==> src/rtl/ps2_pkg.sv <==
// Shared constants and types for the PS/2 keyboard receiver.
// Latency: n/a (declarations only).
// Backpressure: n/a; PS/2 is device-clocked and cannot be throttled by the host.
package ps2_pkg;

  // Prefix bytes folded into the following key event
  localparam logic [7:0] PS2_EXT   = 8'hE0;
  localparam logic [7:0] PS2_REL   = 8'hF0;
  localparam logic [7:0] PS2_PAUSE = 8'hE1;

  // Device status/response bytes that never represent a key
  localparam logic [7:0] PS2_BAT_OK = 8'hAA;
  localparam logic [7:0] PS2_ACK    = 8'hFA;
  localparam logic [7:0] PS2_ECHO   = 8'hEE;
  localparam logic [7:0] PS2_RESEND = 8'hFE;
  localparam logic [7:0] PS2_OVF0   = 8'h00;
  localparam logic [7:0] PS2_OVF1   = 8'hFF;

  // start + 8 data + parity + stop
  localparam int PS2_FRAME_BITS = 11;

  // ps2_key field positions
  localparam int KEY_TOGGLE  = 10;
  localparam int KEY_PRESSED = 9;
  localparam int KEY_EXT     = 8;

  typedef enum logic [1:0] {
    ST_IDLE  = 2'd0,
    ST_SHIFT = 2'd1,
    ST_CHECK = 2'd2
  } frame_state_t;

  function automatic logic is_ignored(input logic [7:0] b);
    return (b == PS2_BAT_OK) || (b == PS2_ACK)  || (b == PS2_ECHO) ||
           (b == PS2_RESEND) || (b == PS2_OVF0) || (b == PS2_OVF1);
  endfunction

endpackage

==> src/rtl/ps2_frame_rx.sv <==
// PS/2 frame deserialiser: sync, clock glitch filter, 11-bit shift FSM, parity/start/stop check, timeout.
// Latency: byte_vld asserts in the CHECK cycle, one cycle after the 11th filtered falling edge.
// Backpressure: none; byte_vld/err are single-cycle pulses the consumer must take.
// Ports: clk, reset_n (async active-low), ps2_clk/ps2_data (raw async lines),
//        byte_dat/byte_vld (received byte strobe), err (frame error or timeout pulse), busy (bit count nonzero).
module ps2_frame_rx #(
  parameter int FILTER_LEN     = 4,
  parameter int TIMEOUT_CYCLES = 8192
) (
  input  logic       clk,
  input  logic       reset_n,
  input  logic       ps2_clk,
  input  logic       ps2_data,
  output logic [7:0] byte_dat,
  output logic       byte_vld,
  output logic       err,
  output logic       busy
);
  import ps2_pkg::*;

  localparam int FW = $clog2(FILTER_LEN + 1);
  localparam int TW = $clog2(TIMEOUT_CYCLES + 1);

  logic                clk_meta_q, clk_sync_q, dat_meta_q, dat_sync_q;
  logic                filt_q, filt_d;
  logic [FW-1:0]       filt_cnt_q, filt_cnt_d;
  logic                fall;
  frame_state_t        state_q, state_d;
  logic [3:0]          cnt_q, cnt_d;
  logic [10:0]         sreg_q, sreg_d;
  logic [TW-1:0]       timer_q, timer_d;
  logic                frame_ok;
  logic                timeout;

  // The filtered clock only flips after FILTER_LEN consecutive samples
  // disagree with it; any agreeing sample restarts the run.
  always_comb begin
    filt_d     = filt_q;
    filt_cnt_d = '0;
    fall       = 1'b0;
    if (clk_sync_q != filt_q) begin
      if (filt_cnt_q == FW'(FILTER_LEN - 1)) begin
        filt_d = clk_sync_q;
        fall   = filt_q;
      end else begin
        filt_cnt_d = filt_cnt_q + 1'b1;
      end
    end
  end

  // Bits arrive LSB first and are shifted in at the top, so after 11 edges
  // sreg_q[0] is start, [8:1] data, [9] parity, [10] stop.
  assign frame_ok = ~sreg_q[0] & sreg_q[10] & (^sreg_q[9:1]);

  always_comb begin
    state_d = state_q;
    cnt_d   = cnt_q;
    sreg_d  = sreg_q;
    timer_d = timer_q;
    timeout = 1'b0;
    case (state_q)
      ST_IDLE: begin
        timer_d = '0;
        if (fall) begin
          sreg_d  = {dat_sync_q, 10'b0};
          cnt_d   = 4'd1;
          state_d = ST_SHIFT;
        end
      end
      ST_SHIFT: begin
        // A falling edge takes priority over a timer expiring the same cycle
        if (fall) begin
          sreg_d  = {dat_sync_q, sreg_q[10:1]};
          cnt_d   = cnt_q + 4'd1;
          timer_d = '0;
          if (cnt_q == 4'(PS2_FRAME_BITS - 1)) state_d = ST_CHECK;
        end else if (timer_q == TW'(TIMEOUT_CYCLES - 1)) begin
          timeout = 1'b1;
          timer_d = '0;
          cnt_d   = 4'd0;
          state_d = ST_IDLE;
        end else begin
          timer_d = timer_q + 1'b1;
        end
      end
      ST_CHECK: begin
        timer_d = '0;
        cnt_d   = 4'd0;
        state_d = ST_IDLE;
      end
      default: begin
        timer_d = '0;
        cnt_d   = 4'd0;
        state_d = ST_IDLE;
      end
    endcase
  end

  always_ff @(posedge clk or negedge reset_n) begin
    if (!reset_n) begin
      clk_meta_q <= 1'b1;
      clk_sync_q <= 1'b1;
      dat_meta_q <= 1'b1;
      dat_sync_q <= 1'b1;
      filt_q     <= 1'b1;
      filt_cnt_q <= '0;
      state_q    <= ST_IDLE;
      cnt_q      <= 4'd0;
      sreg_q     <= '0;
      timer_q    <= '0;
    end else begin
      clk_meta_q <= ps2_clk;
      clk_sync_q <= clk_meta_q;
      dat_meta_q <= ps2_data;
      dat_sync_q <= dat_meta_q;
      filt_q     <= filt_d;
      filt_cnt_q <= filt_cnt_d;
      state_q    <= state_d;
      cnt_q      <= cnt_d;
      sreg_q     <= sreg_d;
      timer_q    <= timer_d;
    end
  end

  assign byte_dat = sreg_q[8:1];
  assign byte_vld = (state_q == ST_CHECK) &&  frame_ok;
  assign err      = ((state_q == ST_CHECK) && !frame_ok) || timeout;
  assign busy     = (cnt_q != 4'd0);

endmodule

==> src/rtl/ps2_keyboard_rx.sv <==
// PS/2 keyboard receiver: folds E0/F0/E1 prefixes into a toggle-strobed 11-bit key event word.
// Latency: ps2_key updates on the edge ending CHECK (2 cycles after the 11th filtered falling edge).
// Backpressure: none; consumer detects new events by a change of ps2_key[10].
// Ports: clk, reset_n (async active-low), ps2_clk/ps2_data (raw lines),
//        ps2_key {toggle, pressed, extended, code}, frame_err (1-cycle error pulse), busy (frame in progress).
module ps2_keyboard_rx #(
  parameter int FILTER_LEN     = 4,
  parameter int TIMEOUT_CYCLES = 8192,
  parameter int PAUSE_SKIP     = 7
) (
  input  logic        clk,
  input  logic        reset_n,
  input  logic        ps2_clk,
  input  logic        ps2_data,
  output logic [10:0] ps2_key,
  output logic        frame_err,
  output logic        busy
);
  import ps2_pkg::*;

  localparam int SW = $clog2(PAUSE_SKIP + 1);

  logic [7:0]    byte_dat;
  logic          byte_vld;
  logic          rx_err;
  logic          rx_busy;

  logic [10:0]   key_q, key_d;
  logic          err_q, err_d;
  logic          ext_q, ext_d;
  logic          rel_q, rel_d;
  logic [SW-1:0] skip_q, skip_d;

  ps2_frame_rx #(
    .FILTER_LEN     (FILTER_LEN),
    .TIMEOUT_CYCLES (TIMEOUT_CYCLES)
  ) u_frame_rx (
    .clk      (clk),
    .reset_n  (reset_n),
    .ps2_clk  (ps2_clk),
    .ps2_data (ps2_data),
    .byte_dat (byte_dat),
    .byte_vld (byte_vld),
    .err      (rx_err),
    .busy     (rx_busy)
  );

  always_comb begin
    key_d  = key_q;
    err_d  = rx_err;
    ext_d  = ext_q;
    rel_d  = rel_q;
    skip_d = skip_q;
    if (rx_err) begin
      // A lost byte may have been a prefix or the key itself; drop pending prefixes
      ext_d = 1'b0;
      rel_d = 1'b0;
    end else if (byte_vld) begin
      if (skip_q != '0) begin
        // Pause/Break sends a fixed-length sequence with no break code; swallow it
        skip_d = skip_q - 1'b1;
      end else if (byte_dat == PS2_PAUSE) begin
        skip_d = SW'(PAUSE_SKIP);
        ext_d  = 1'b0;
        rel_d  = 1'b0;
      end else if (byte_dat == PS2_EXT) begin
        ext_d = 1'b1;
      end else if (byte_dat == PS2_REL) begin
        rel_d = 1'b1;
      end else if (is_ignored(byte_dat)) begin
        ext_d = 1'b0;
        rel_d = 1'b0;
      end else begin
        key_d[KEY_TOGGLE]  = ~key_q[KEY_TOGGLE];
        key_d[KEY_PRESSED] = ~rel_q;
        key_d[KEY_EXT]     = ext_q;
        key_d[7:0]         = byte_dat;
        ext_d              = 1'b0;
        rel_d              = 1'b0;
      end
    end
  end

  always_ff @(posedge clk or negedge reset_n) begin
    if (!reset_n) begin
      key_q  <= '0;
      err_q  <= 1'b0;
      ext_q  <= 1'b0;
      rel_q  <= 1'b0;
      skip_q <= '0;
    end else begin
      key_q  <= key_d;
      err_q  <= err_d;
      ext_q  <= ext_d;
      rel_q  <= rel_d;
      skip_q <= skip_d;
    end
  end

  assign ps2_key   = key_q;
  assign frame_err = err_q;
  assign busy      = rx_busy;

endmodule
==> config.mk <==
export PLATFORM = sky130hd
export DESIGN_NAME = ps2_keyboard_rx
export DESIGN_NICKNAME = d
export VERILOG_FILES = /design/src/rtl/ps2_pkg.sv /design/src/rtl/ps2_frame_rx.sv /design/src/rtl/ps2_keyboard_rx.sv
export SDC_FILE = /design/constraint.sdc
export NUM_CORES = 1
export LEC_CHECK = 0
export CAP_MARGIN = 30
export CORE_AREA = 2 2 78 80
export DETAILED_ROUTE_END_ITERATION = 6
export DIE_AREA = 0 0 80 82
export PLACE_DENSITY = 0.68
export SLEW_MARGIN = 20
export SYNTH_ARGS = -nofsm -noshare
export SYNTH_HDL_FRONTEND = slang
export SYNTH_SLANG_ARGS = --single-unit
export TNS_END_PERCENT = 50
==> constraint.sdc <==
create_clock -name clk -period 7.2 [get_ports clk]
set_clock_uncertainty 0.15 [all_clocks]
set_input_delay 1.44 -clock clk [delete_from_list [all_inputs] [get_ports clk]]
set_output_delay 1.44 -clock clk [all_outputs]
set_load 0.005 [all_outputs]
==> results of run 1 <==
routing by layer:
layer | share of wire | global-route usage | wire length (um) | vias up
li1 | - | - | - | 924
met1 | 0.49 | 0.194 | 2170 | 881
met2 | 0.47 | 0.257 | 2100 | 28
met3 | 0.030 | 0.0363 | 132 | 7
met4 | 0.011 | 0.0407 | 48 | 0
met5 | 0 | 0 | 0 | -
synthesized netlist by cell type (3+ instances only):
master | instances | area, um2
dfstp_2 | 5 | 131
nand2b_1 | 3 | 18.8
ha_1 | 20 | 250
mux2i_1 | 3 | 30.0
a21oi_1 | 5 | 25.0
mux2_4 | 8 | 120
nor3b_1 | 3 | 22.5
nor3_1 | 3 | 15.0
dfrtp_1 | 51 | 1280
nor2_1 | 25 | 93.8
mux2_2 | 3 | 33.8
xnor2_1 | 10 | 87.6
xor2_1 | 7 | 61.3
o21ai_0 | 18 | 90.1
inv_1 | 17 | 63.8
nand2_1 | 36 | 135
nand4_1 | 5 | 31.3
nand3_1 | 9 | 45.0
clkbuf_1 | 5 | 18.8
per-stage QoR:
stage / hold slack (ps) / setup slack [ps]
final: 209 / 4080
after floorplan: 195 / 4840
after detailed placement: 197 / 4410
after CTS: 211 / 4060
after global routing: 214 / 3960
after global placement: 196 / 4430
where the power goes:
group / internal, W / switching, W / leakage [nW]
Sequential: 0.000339 / 0.0000295 / 0.758
Combinational: 0.0000336 / 0.0000432 / 0.550
Clock: 0.0000784 / 0.0000988 / 0.0445
flip-flops by register name, summed over array words and instances (netlist names), 2 cells and up:
signal                 count
u_frame_rx.sreg_q         11
u_frame_rx.cnt_q           4
u_frame_rx.timer_q        14
u_frame_rx.filt_cnt_q      3
ps2_key                   11
u_frame_rx.state_q         2
skip_q                     3
critical path: stages (launching register included):
cell and delay, ps:
dfrtp_1 410, inv_1 80, ha_1 190, nand2_1 50
clkdlybuf4s50_1 490
cells in the final DEF (no fill, tap or decap), drive strengths merged, types with 2 or more instances in the layout:
| cell type | instances |
|---|---|
| ha | 20 |
| inv | 17 |
| xnor2 | 10 |
| nand3 | 10 |
| nand2 | 36 |
| mux2i | 3 |
| nand4 | 5 |
| nor3 | 4 |
| buf | 2 |
| a21oi | 5 |
| dfrtp | 51 |
| nor2b | 2 |
| nor3b | 3 |
| a31oi | 2 |
| mux2 | 11 |
| dfstp | 5 |
| nor2 | 25 |
| nand2b | 3 |
| clkdlybuf4s50 | 15 |
| o21ai | 19 |
| nor4 | 2 |
| xor2 | 7 |
| clkbuf | 7 |
kinds of logic (layout without fill, tap and decap cells):
family / Yosys count / count (layout) / share of synthesized area
AO/OA/AOI/OAI: 34 / 34 / 0.0748
adder cells (fa/ha/maj): 20 / 20 / 0.0901
flip-flops: 56 / 56 / 0.507
multiplexers: 14 / 14 / 0.0662
XOR/XNOR: 18 / 18 / 0.0617
AND/OR/NAND/NOR: 96 / 96 / 0.164
buffers and inverters: 24 / 42 / 0.0365
cell type report:
cell class                 count  area [um2]  area share
sequential                    56        1410       0.455
multi-input combinational    182        1270       0.411
timing repair buffer          17         163      0.0526
tap                           75        93.8      0.0304
clock buffer                   7        86.3      0.0279
inverter                      17        63.8      0.0206
clock inverter                 1        7.51     0.00243
how the worst min path moves through the flow:
stage / slack [ps] / from / endpoint
final: 210 / u_frame_rx.dat_meta_q / u_frame_rx.dat_sync_q
after global routing: 210 / u_frame_rx.clk_meta_q / u_frame_rx.clk_sync_q
after CTS: 210 / u_frame_rx.dat_meta_q / u_frame_rx.dat_sync_q
after detailed placement: 200 / u_frame_rx.dat_meta_q / u_frame_rx.dat_sync_q
after global placement: 200 / u_frame_rx.clk_meta_q / u_frame_rx.clk_sync_q
after floorplan: 200 / u_frame_rx.clk_meta_q / u_frame_rx.clk_sync_q
==> impl_metrics.xml, run 1 <==
<?xml version="1.0" encoding="UTF-8"?>
<metrics>
  <group name="outcome">
    <metric name="outcome" unit="">completed</metric>
  </group>
  <group name="clock_network">
    <metric name="cts-buffers-inserted" unit="">5</metric>
    <metric name="cts_repair_resize_count" unit="">0</metric>
    <metric name="clkSlewWorstSetupHoldPaths" unit="ps">90</metric>
    <metric name="cts_tree" unit="">yes</metric>
    <metric name="cts_root_buf" unit="">clkbuf_8</metric>
    <metric name="hold_buffers" unit="">0</metric>
    <metric name="insertion_delay" unit="ps">310</metric>
    <metric name="ctsLongestPathBuffers" unit="">2</metric>
    <metric name="cts_post_setup_buffers_inserted" unit="">0</metric>
    <metric name="clock_tree.htree_level_count" unit="">2</metric>
    <metric name="cts_num_sinks" unit="">56</metric>
  </group>
  <group name="yosys">
    <metric name="avgSynthCellArea" unit="um2">10.6</metric>
    <metric name="synthesis.area" unit="um2">2780</metric>
    <metric name="ys_seq_elements" unit="">56</metric>
    <metric name="async_flop_share" unit="">1.00</metric>
    <metric name="synth_edf_count" unit="">0</metric>
    <metric name="most_frequently_used_flop_master_after_synthesis" unit="">dfrtp_1</metric>
    <metric name="ys_seq_area_frac" unit="">0.507</metric>
    <metric name="ys.warnings.count" unit="">0</metric>
    <metric name="syn_nets" unit="">286</metric>
    <metric name="post_synth_num_cell_types" unit="">42</metric>
    <metric name="synthCells" unit="">262</metric>
  </group>
  <group name="setup_path">
    <metric name="endpoint" unit="">busy</metric>
    <metric name="reg2reg_setup_slack" unit="ps">4440</metric>
    <metric name="r2r_end" unit="">ps2_key[7]</metric>
    <metric name="worst-endpoint-arrival" unit="ps">1530</metric>
    <metric name="worst_setup_path_start_kind" unit="">register</metric>
    <metric name="worst-setup-path-type" unit="">reg -&gt; out</metric>
    <metric name="r2r-start" unit="">u_frame_rx.sreg_q[1]</metric>
    <metric name="critical_path.max_fanout" unit="">5</metric>
    <metric name="critPathCaptureType" unit="">output pin</metric>
    <metric name="worst_r2r_path_depth" unit="">7</metric>
    <metric name="timing.critical_path.from" unit="">u_frame_rx.cnt_q[0]</metric>
    <metric name="critical_path_required" unit="ps">5610</metric>
  </group>
  <group name="sta">
    <metric name="grt_setup_unrepaired" unit="">no</metric>
    <metric name="max_clock_freq" unit="MHz">321</metric>
    <metric name="timing.max_slew.rel_slack" unit="">0.442</metric>
    <metric name="period_minus_slack" unit="ps">3120</metric>
    <metric name="finalCritPeriodShare" unit="">0.433</metric>
    <metric name="tightest_slew" unit="ps">837</metric>
    <metric name="final_max_slew_viol_count" unit="">0</metric>
    <metric name="finalSetupTns" unit="ps">0</metric>
    <metric name="finalHoldViolations" unit="">0</metric>
    <metric name="timing.final.setup_violations" unit="">0</metric>
  </group>
  <group name="route">
    <metric name="detail_route.vias_per_cell" unit="">5.18</metric>
    <metric name="route.final.wire_length" unit="um">4450</metric>
    <metric name="ant_nets" unit="">0</metric>
    <metric name="vias" unit="">1840</metric>
    <metric name="drt_iter0_markers" unit="">60</metric>
    <metric name="route.detailed.drc" unit="">0</metric>
    <metric name="route.detailed.wl_per_inst" unit="um">12.5</metric>
    <metric name="firstDrtPassIters" unit="">4</metric>
  </group>
  <group name="layout">
    <metric name="final_layout_size_suffix_gt1_frac" unit="">0.104</metric>
    <metric name="flow.area_growth_from_synthesis" unit="%">11.3</metric>
    <metric name="fillCellCount" unit="">510</metric>
    <metric name="final_core_util" unit="">0.538</metric>
    <metric name="antennaDiodeCount" unit="">0</metric>
    <metric name="final_design_area_no_fill" unit="um2">3090</metric>
    <metric name="post_layout_nonfiller_instances" unit="">355</metric>
    <metric name="fin_nets" unit="">303</metric>
  </group>
  <group name="pwr">
    <metric name="powerDensity" unit="nW/um2">201</metric>
    <metric name="report.power.total" unit="W">0.000622</metric>
    <metric name="ir_worst_vdd" unit="mV">0.172</metric>
    <metric name="power_leakage" unit="nW">1.35</metric>
  </group>
  <group name="placed_design">
    <metric name="numPortBuffers" unit="">16</metric>
    <metric name="place_inst" unit="">347</metric>
    <metric name="routabilityCongestion" unit="">0.820</metric>
    <metric name="dpl_cell_area" unit="um2">3000</metric>
    <metric name="detailed_placer_s_ending_hpwl" unit="um">3080</metric>
  </group>
  <group name="floorplan">
    <metric name="core-area" unit="um2">5750</metric>
    <metric name="floorplan.die_area" unit="um2">6560</metric>
    <metric name="dieWidth" unit="um">80</metric>
    <metric name="start_util" unit="">0.483</metric>
    <metric name="die_height" unit="um">82</metric>
    <metric name="num_rows" unit="">28</metric>
    <metric name="design.portCount" unit="">17</metric>
  </group>
  <group name="global_route">
    <metric name="grt_antenna_before_repair" unit="">0</metric>
    <metric name="grt_start_max_net_pins" unit="">57</metric>
    <metric name="global_route.usage.total" unit="">0.151</metric>
    <metric name="grt_remaining_overflow" unit="">0</metric>
    <metric name="grt_pass1_wl" unit="um">7770</metric>
    <metric name="grt_pass1_vias" unit="">1718</metric>
  </group>
  <group name="hold_path">
    <metric name="whs_path_depth" unit="">0</metric>
    <metric name="path_type_of_the_worst_min_delay_path" unit="">reg -&gt; reg</metric>
  </group>
  <group name="run">
    <metric name="cap_violations" unit="">0</metric>
  </group>
</metrics>
No activity file was read; power rests on OpenSTA's default activity.
==> run 2, diff against run 1 <==
==> constraint.sdc (replaced) <==
create_clock -name clk -period 3.1 [get_ports clk]
set_clock_uncertainty 0.15 [all_clocks]
set_input_delay 0.62 -clock clk [delete_from_list [all_inputs] [get_ports clk]]
set_output_delay 0.62 -clock clk [all_outputs]
set_load 0.005 [all_outputs]
==> impl_metrics.xml, run 2 (synthesis results as in run 1) <==
<?xml version="1.0" encoding="UTF-8"?>
<metrics>
  <group name="outcome">
    <metric name="outcome" unit="">completed</metric>
  </group>
  <group name="clock_network">
    <metric name="cts_tree" unit="">yes</metric>
    <metric name="cts-buffers-inserted" unit="">5</metric>
    <metric name="cts_root_buf" unit="">clkbuf_8</metric>
    <metric name="cts_num_sinks" unit="">56</metric>
    <metric name="clkSlewWorstSetupHoldPaths" unit="ps">100</metric>
    <metric name="hold_buffers" unit="">0</metric>
    <metric name="insertion_delay" unit="ps">310</metric>
    <metric name="cts_repair_resize_count" unit="">0</metric>
    <metric name="clock_tree.htree_level_count" unit="">2</metric>
    <metric name="cts_post_setup_buffers_inserted" unit="">0</metric>
    <metric name="ctsLongestPathBuffers" unit="">2</metric>
  </group>
  <group name="setup_path">
    <metric name="cp_slowest_cell" unit="">dfrtp_1</metric>
    <metric name="worstPathCellList" unit="">inv_1 -&gt; ha_1 -&gt; xnor3_1 -&gt; xnor2_1 -&gt; nor3_2 -&gt; o2111ai_2 -&gt; mux2_4</metric>
    <metric name="worst_setup_path_start_kind" unit="">register</metric>
    <metric name="cpLargestDelayFamily" unit="">XOR/XNOR gates</metric>
    <metric name="worst-setup-path-type" unit="">reg -&gt; reg</metric>
    <metric name="critPathBufInv" unit="">1</metric>
    <metric name="r2r-start" unit="">u_frame_rx.sreg_q[1]</metric>
    <metric name="r2r_end" unit="">ps2_key[4]</metric>
    <metric name="critical_path_s_largest_stage_delay" unit="ps">470</metric>
    <metric name="critPathCaptureType" unit="">register</metric>
    <metric name="worst_r2r_path_depth" unit="">7</metric>
    <metric name="reg2reg_setup_slack" unit="ps">320</metric>
    <metric name="critical_path_required" unit="ps">3150</metric>
    <metric name="critical_path.max_fanout" unit="">11</metric>
    <metric name="worst-endpoint-arrival" unit="ps">2830</metric>
  </group>
  <group name="sta">
    <metric name="finalHoldViolations" unit="">0</metric>
    <metric name="timing.final.setup_violations" unit="">0</metric>
    <metric name="worst_hold_slack" unit="ps">159</metric>
    <metric name="grt_setup_unrepaired" unit="">no</metric>
    <metric name="period_minus_slack" unit="ps">2780</metric>
    <metric name="final_max_slew_viol_count" unit="">0</metric>
    <metric name="timing.max_slew.rel_slack" unit="">0.462</metric>
    <metric name="finalCritPeriodShare" unit="">0.898</metric>
    <metric name="finalSetupTns" unit="ps">0</metric>
    <metric name="max_clock_freq" unit="MHz">359</metric>
    <metric name="tightest_slew" unit="ps">807</metric>
  </group>
  <group name="layout">
    <metric name="final_core_util" unit="">0.548</metric>
    <metric name="layout.cells.most_common" unit="">dfrtp_1</metric>
    <metric name="number_of_flip_flops_under_the_largest_register_name" unit="">14</metric>
    <metric name="final_cell_mix" unit="">51 x dfrtp_1, 36 x nand2_1, 25 x nor2_1, 20 x ha_1, 18 x o21ai_0</metric>
    <metric name="flow.area_growth_from_synthesis" unit="%">13.4</metric>
    <metric name="regMostFlops" unit="">u_frame_rx.timer_q</metric>
    <metric name="post_layout_nonfiller_instances" unit="">357</metric>
    <metric name="antennaDiodeCount" unit="">0</metric>
    <metric name="final_layout_size_suffix_gt1_frac" unit="">0.113</metric>
    <metric name="fin_nets" unit="">305</metric>
  </group>
  <group name="global_route">
    <metric name="grt_antenna_before_repair" unit="">0</metric>
    <metric name="grt_remaining_overflow" unit="">0</metric>
    <metric name="grt_start_max_net_pins" unit="">31</metric>
    <metric name="global_route.usage.total" unit="">0.166</metric>
    <metric name="grt_pass1_vias" unit="">1847</metric>
    <metric name="grt_pass1_wl" unit="um">8450</metric>
  </group>
  <group name="floorplan">
    <metric name="start_util" unit="">0.483</metric>
    <metric name="die_height" unit="um">82</metric>
    <metric name="num_rows" unit="">28</metric>
    <metric name="core-area" unit="um2">5750</metric>
    <metric name="dieWidth" unit="um">80</metric>
    <metric name="design.portCount" unit="">17</metric>
    <metric name="floorplan.die_area" unit="um2">6560</metric>
  </group>
  <group name="route">
    <metric name="route.detailed.wl_per_inst" unit="um">13.2</metric>
    <metric name="drt_iter0_markers" unit="">36</metric>
    <metric name="detail_route.vias_per_cell" unit="">5.11</metric>
    <metric name="route.detailed.drc" unit="">0</metric>
    <metric name="ant_nets" unit="">0</metric>
    <metric name="firstDrtPassIters" unit="">4</metric>
    <metric name="vias" unit="">1823</metric>
    <metric name="route.final.wire_length" unit="um">4710</metric>
  </group>
  <group name="run">
    <metric name="cap_violations" unit="">0</metric>
  </group>
  <group name="pwr">
    <metric name="power_leakage" unit="nW">1.39</metric>
    <metric name="ir_worst_vdd" unit="mV">0.317</metric>
    <metric name="report.power.total" unit="W">0.00157</metric>
    <metric name="powerDensity" unit="nW/um2">499</metric>
  </group>
  <group name="placed_design">
    <metric name="place_inst" unit="">349</metric>
    <metric name="detailed_placer_s_ending_hpwl" unit="um">3370</metric>
    <metric name="numPortBuffers" unit="">16</metric>
    <metric name="routabilityCongestion" unit="">0.828</metric>
  </group>
  <group name="hold_path">
    <metric name="path_type_of_the_worst_min_delay_path" unit="">in -&gt; async</metric>
  </group>
</metrics>
==> run 2: changes by cell type in the layout (fill, tap and decap cells not counted), sizes merged <==
cell,delta
buf,+2
bufinv,+1
clkinvlp,-1
==> run 2: final cells by class <==
class / instances / area [um2]
fill: 524 / 2590
sequential: 56 / 1410
multi-input combinational: 182 / 1270
timing repair buffer: 19 / 190
clock buffer: 7 / 96.3
tap: 75 / 93.8
inverter: 17 / 63.8
clock inverter: 1 / 30.0
==> run 2: routing by layer <==
metal | vias up | GRT usage | part of all wire
met5 | - | 0 | 0
met4 | 0 | 0.0441 | 0.0098
met3 | 6 | 0.0429 | 0.033
met2 | 21 | 0.288 | 0.50
met1 | 874 | 0.205 | 0.46
li1 | 922 | - | -
==> run 2: report_power, final <==
group	switching, W	leakage [nW]	internal, W	total [W]
sequential	0.0000436	0.758	0.000787	0.000831
clock	0.000236	0.0645	0.000285	0.000521
combinational	0.000134	0.564	0.0000872	0.000221
total	0.000414	1.39	0.00116	0.00157
==> run 2: how the worst max path moves through the flow <==
stage / from / to / slack, ps / cells after the start
3_3_place_gp: u_frame_rx.sreg_q[1] / ps2_key[7] / 420 / 7
6_report: u_frame_rx.sreg_q[1] / ps2_key[4] / 320 / 7
5_1_grt: u_frame_rx.sreg_q[1] / ps2_key[1] / 140 / 7
2_1_floorplan: u_frame_rx.sreg_q[1] / ps2_key[0] / 740 / 8
3_5_place_dp: u_frame_rx.sreg_q[1] / ps2_key[4] / 310 / 7
4_1_cts: u_frame_rx.sreg_q[1] / ps2_key[4] / 290 / 7
==> run 2: metrics by stage <==
| step | setup slack, ps | area [um2] |
|---|---|---|
| 2_1_floorplan | 741 | 2780 |
| 3_3_place_gp | 420 | 3020 |
| 3_5_place_dp | 306 | 3020 |
| 4_1_cts | 289 | 3150 |
| 5_1_grt | 144 | 3150 |
| 6_report | 316 | 3150 |
==> run 2: worst reg2reg max path: cells and delay by family, from the launching register on <==
family	cells	cell delay [ps]
multiplexers	1	460
buffers and inverters	1	100
adder cells (fa/ha/maj)	1	280
AND/OR/NAND/NOR	1	220
AO/OA/AOI/OAI	1	450
flip-flops	1	470
XOR/XNOR	2	550
==> run 3, diff against run 2 <==
--- a/config.mk
+++ b/config.mk
@@ -6,11 +6,11 @@
 export NUM_CORES = 1
 export LEC_CHECK = 0
 export CAP_MARGIN = 30
-export CORE_AREA = 2 2 78 80
+export CORE_AREA = 2 2 75 77
 export DETAILED_ROUTE_END_ITERATION = 6
-export DIE_AREA = 0 0 80 82
-export PLACE_DENSITY = 0.68
-export SLEW_MARGIN = 20
+export DIE_AREA = 0 0 77 79
+export PLACE_DENSITY = 0.73
+export SLEW_MARGIN = 5
 export SYNTH_ARGS = -nofsm -noshare
 export SYNTH_HDL_FRONTEND = slang
 export SYNTH_SLANG_ARGS = --single-unit
==> impl_metrics.xml, run 3 (synthesis results as in run 1) <==
<?xml version="1.0" encoding="UTF-8"?>
<metrics>
  <group name="floorplan">
    <metric name="die_height" unit="um">79</metric>
    <metric name="num_rows" unit="">27</metric>
    <metric name="core-area" unit="um2">5340</metric>
    <metric name="dieWidth" unit="um">77</metric>
    <metric name="start_util" unit="">0.520</metric>
    <metric name="floorplan.die_area" unit="um2">6080</metric>
    <metric name="design.portCount" unit="">17</metric>
  </group>
  <group name="clock_network">
    <metric name="ctsLongestPathBuffers" unit="">2</metric>
    <metric name="cts_tree" unit="">yes</metric>
    <metric name="cts_num_sinks" unit="">56</metric>
    <metric name="cts-buffers-inserted" unit="">5</metric>
    <metric name="clock_tree.htree_level_count" unit="">2</metric>
    <metric name="insertion_delay" unit="ps">300</metric>
    <metric name="cts_root_buf" unit="">clkbuf_8</metric>
    <metric name="cts_repair_resize_count" unit="">0</metric>
    <metric name="cts_post_setup_buffers_inserted" unit="">0</metric>
    <metric name="hold_buffers" unit="">0</metric>
    <metric name="clkSlewWorstSetupHoldPaths" unit="ps">100</metric>
  </group>
  <group name="route">
    <metric name="detail_route.vias_per_cell" unit="">5.26</metric>
    <metric name="ant_nets" unit="">0</metric>
    <metric name="route.detailed.drc" unit="">0</metric>
    <metric name="routed.top_layer" unit="">met4</metric>
    <metric name="route.final.wire_length" unit="um">4490</metric>
    <metric name="drt_iter0_markers" unit="">82</metric>
    <metric name="vias" unit="">1869</metric>
    <metric name="route.detailed.wl_per_inst" unit="um">12.6</metric>
    <metric name="dr_wl_met3" unit="um">125</metric>
    <metric name="firstDrtPassIters" unit="">4</metric>
    <metric name="wirelength_met1" unit="um">2050</metric>
    <metric name="wl_met2" unit="um">2290</metric>
  </group>
  <group name="global_route">
    <metric name="grt_pass1_vias" unit="">1825</metric>
    <metric name="grt_remaining_overflow" unit="">0</metric>
    <metric name="grt_pass1_wl" unit="um">8140</metric>
    <metric name="grt_start_max_net_pins" unit="">30</metric>
    <metric name="global_route.usage.total" unit="">0.166</metric>
    <metric name="grt_antenna_before_repair" unit="">0</metric>
  </group>
  <group name="layout">
    <metric name="flow.area_growth_from_synthesis" unit="%">13.3</metric>
    <metric name="final_layout_size_suffix_gt1_frac" unit="">0.113</metric>
    <metric name="antennaDiodeCount" unit="">0</metric>
    <metric name="final_cell_mix" unit="">51 x dfrtp_1, 36 x nand2_1, 25 x nor2_1, 20 x ha_1, 18 x o21ai_0</metric>
    <metric name="final_core_util" unit="">0.590</metric>
    <metric name="fin_nets" unit="">306</metric>
    <metric name="layout.cells.most_common" unit="">dfrtp_1</metric>
    <metric name="regMostFlops" unit="">u_frame_rx.timer_q</metric>
    <metric name="number_of_flip_flops_under_the_largest_register_name" unit="">14</metric>
  </group>
  <group name="setup_path">
    <metric name="critical_path_s_largest_stage_delay" unit="ps">450</metric>
    <metric name="r2r_end" unit="">ps2_key[8]</metric>
    <metric name="r2r-start" unit="">u_frame_rx.sreg_q[1]</metric>
    <metric name="worst-setup-path-type" unit="">reg -&gt; reg</metric>
    <metric name="critPathCaptureType" unit="">register</metric>
    <metric name="critical_path.max_fanout" unit="">11</metric>
    <metric name="worstPathCellList" unit="">inv_1 -&gt; ha_1 -&gt; xnor3_1 -&gt; xnor2_1 -&gt; nor3_2 -&gt; o2111ai_2 -&gt; mux2_4</metric>
    <metric name="worst_r2r_path_depth" unit="">7</metric>
    <metric name="critPathBufInv" unit="">1</metric>
    <metric name="cp_slowest_cell" unit="">dfrtp_1</metric>
    <metric name="critical_path_required" unit="ps">3140</metric>
    <metric name="worst_setup_path_start_kind" unit="">register</metric>
    <metric name="worst-endpoint-arrival" unit="ps">2790</metric>
    <metric name="reg2reg_setup_slack" unit="ps">360</metric>
    <metric name="cpLargestDelayFamily" unit="">XOR/XNOR gates</metric>
  </group>
  <group name="sta">
    <metric name="max_clock_freq" unit="MHz">364</metric>
    <metric name="finalCritPeriodShare" unit="">0.885</metric>
    <metric name="grt_setup_unrepaired" unit="">no</metric>
    <metric name="tightest_slew" unit="ps">772</metric>
    <metric name="worst_hold_slack" unit="ps">15.1</metric>
    <metric name="period_minus_slack" unit="ps">2740</metric>
    <metric name="post-route-worst-setup-slack" unit="ps">356</metric>
    <metric name="timing.final.setup_violations" unit="">0</metric>
    <metric name="finalHoldViolations" unit="">0</metric>
    <metric name="finalSetupTns" unit="ps">0</metric>
    <metric name="timing.max_slew.rel_slack" unit="">0.486</metric>
    <metric name="final_max_slew_viol_count" unit="">0</metric>
  </group>
  <group name="run">
    <metric name="cap_violations" unit="">0</metric>
  </group>
  <group name="placed_design">
    <metric name="routabilityCongestion" unit="">0.846</metric>
    <metric name="numPortBuffers" unit="">16</metric>
    <metric name="detailed_placer_s_ending_hpwl" unit="um">3330</metric>
    <metric name="preCtsSetupSlack" unit="ps">343</metric>
  </group>
  <group name="pwr">
    <metric name="ir_worst_vdd" unit="mV">0.317</metric>
    <metric name="powerDensity" unit="nW/um2">505</metric>
    <metric name="report.power.total" unit="W">0.00159</metric>
    <metric name="power_leakage" unit="nW">1.39</metric>
  </group>
  <group name="outcome">
    <metric name="outcome" unit="">completed</metric>
  </group>
  <group name="hold_path">
    <metric name="path_type_of_the_worst_min_delay_path" unit="">in -&gt; async</metric>
  </group>
</metrics>
==> run 3: changes by cell type in the layout (fill, tap and decap cells not counted), sizes merged <==
cell    delta
buf        +1
bufinv     +1
clkbuf     -1
==> run 3: area by class of cell <==
| type | instances | area, um2 |
|---|---|---|
| clock buffers | 6 | 72.6 |
| clock inverters | 2 | 60.1 |
| fillers | 482 | 2190 |
| inverters | 17 | 63.8 |
| multi-input cells | 182 | 1270 |
| flip-flops and latches | 56 | 1410 |
| well taps | 72 | 90.1 |
| repair buffers | 20 | 185 |
==> run 3: report_power, final <==
| group | switching, W | total (W) | internal (W) |
|---|---|---|---|
| Clock | 0.000224 | 0.000547 | 0.000323 |
| Sequential | 0.0000415 | 0.000829 | 0.000787 |
| Combinational | 0.000128 | 0.000214 | 0.0000859 |
==> run 3: per-stage QoR <==
stage	std cells	instance area, um2
3_5_place_dp	347	3020
5_1_grt	355	3150
3_3_place_gp	347	3020
6_report	355	3150
2_1_floorplan	262	2780
4_1_cts	355	3150
==> run 3: metal layers <==
metal / vias to the layer above / track usage
met2: 24 / 0.303
met5: - / 0
met4: 0 / 0.0429
li1: 929 / -
met3: 4 / 0.0341
met1: 912 / 0.203
==> run 3: how the worst max path moves through the flow <==
| stage | from | endpoint | cells after the start |
|---|---|---|---|
| after floorplan | u_frame_rx.sreg_q[1] | ps2_key[0] | 8 |
| after global placement | u_frame_rx.sreg_q[1] | ps2_key[2] | 7 |
| after detailed placement | u_frame_rx.sreg_q[1] | ps2_key[4] | 7 |
| after CTS | u_frame_rx.sreg_q[1] | ps2_key[8] | 7 |
| after global routing | u_frame_rx.sreg_q[1] | ps2_key[8] | 7 |
| final | u_frame_rx.sreg_q[1] | ps2_key[8] | 7 |
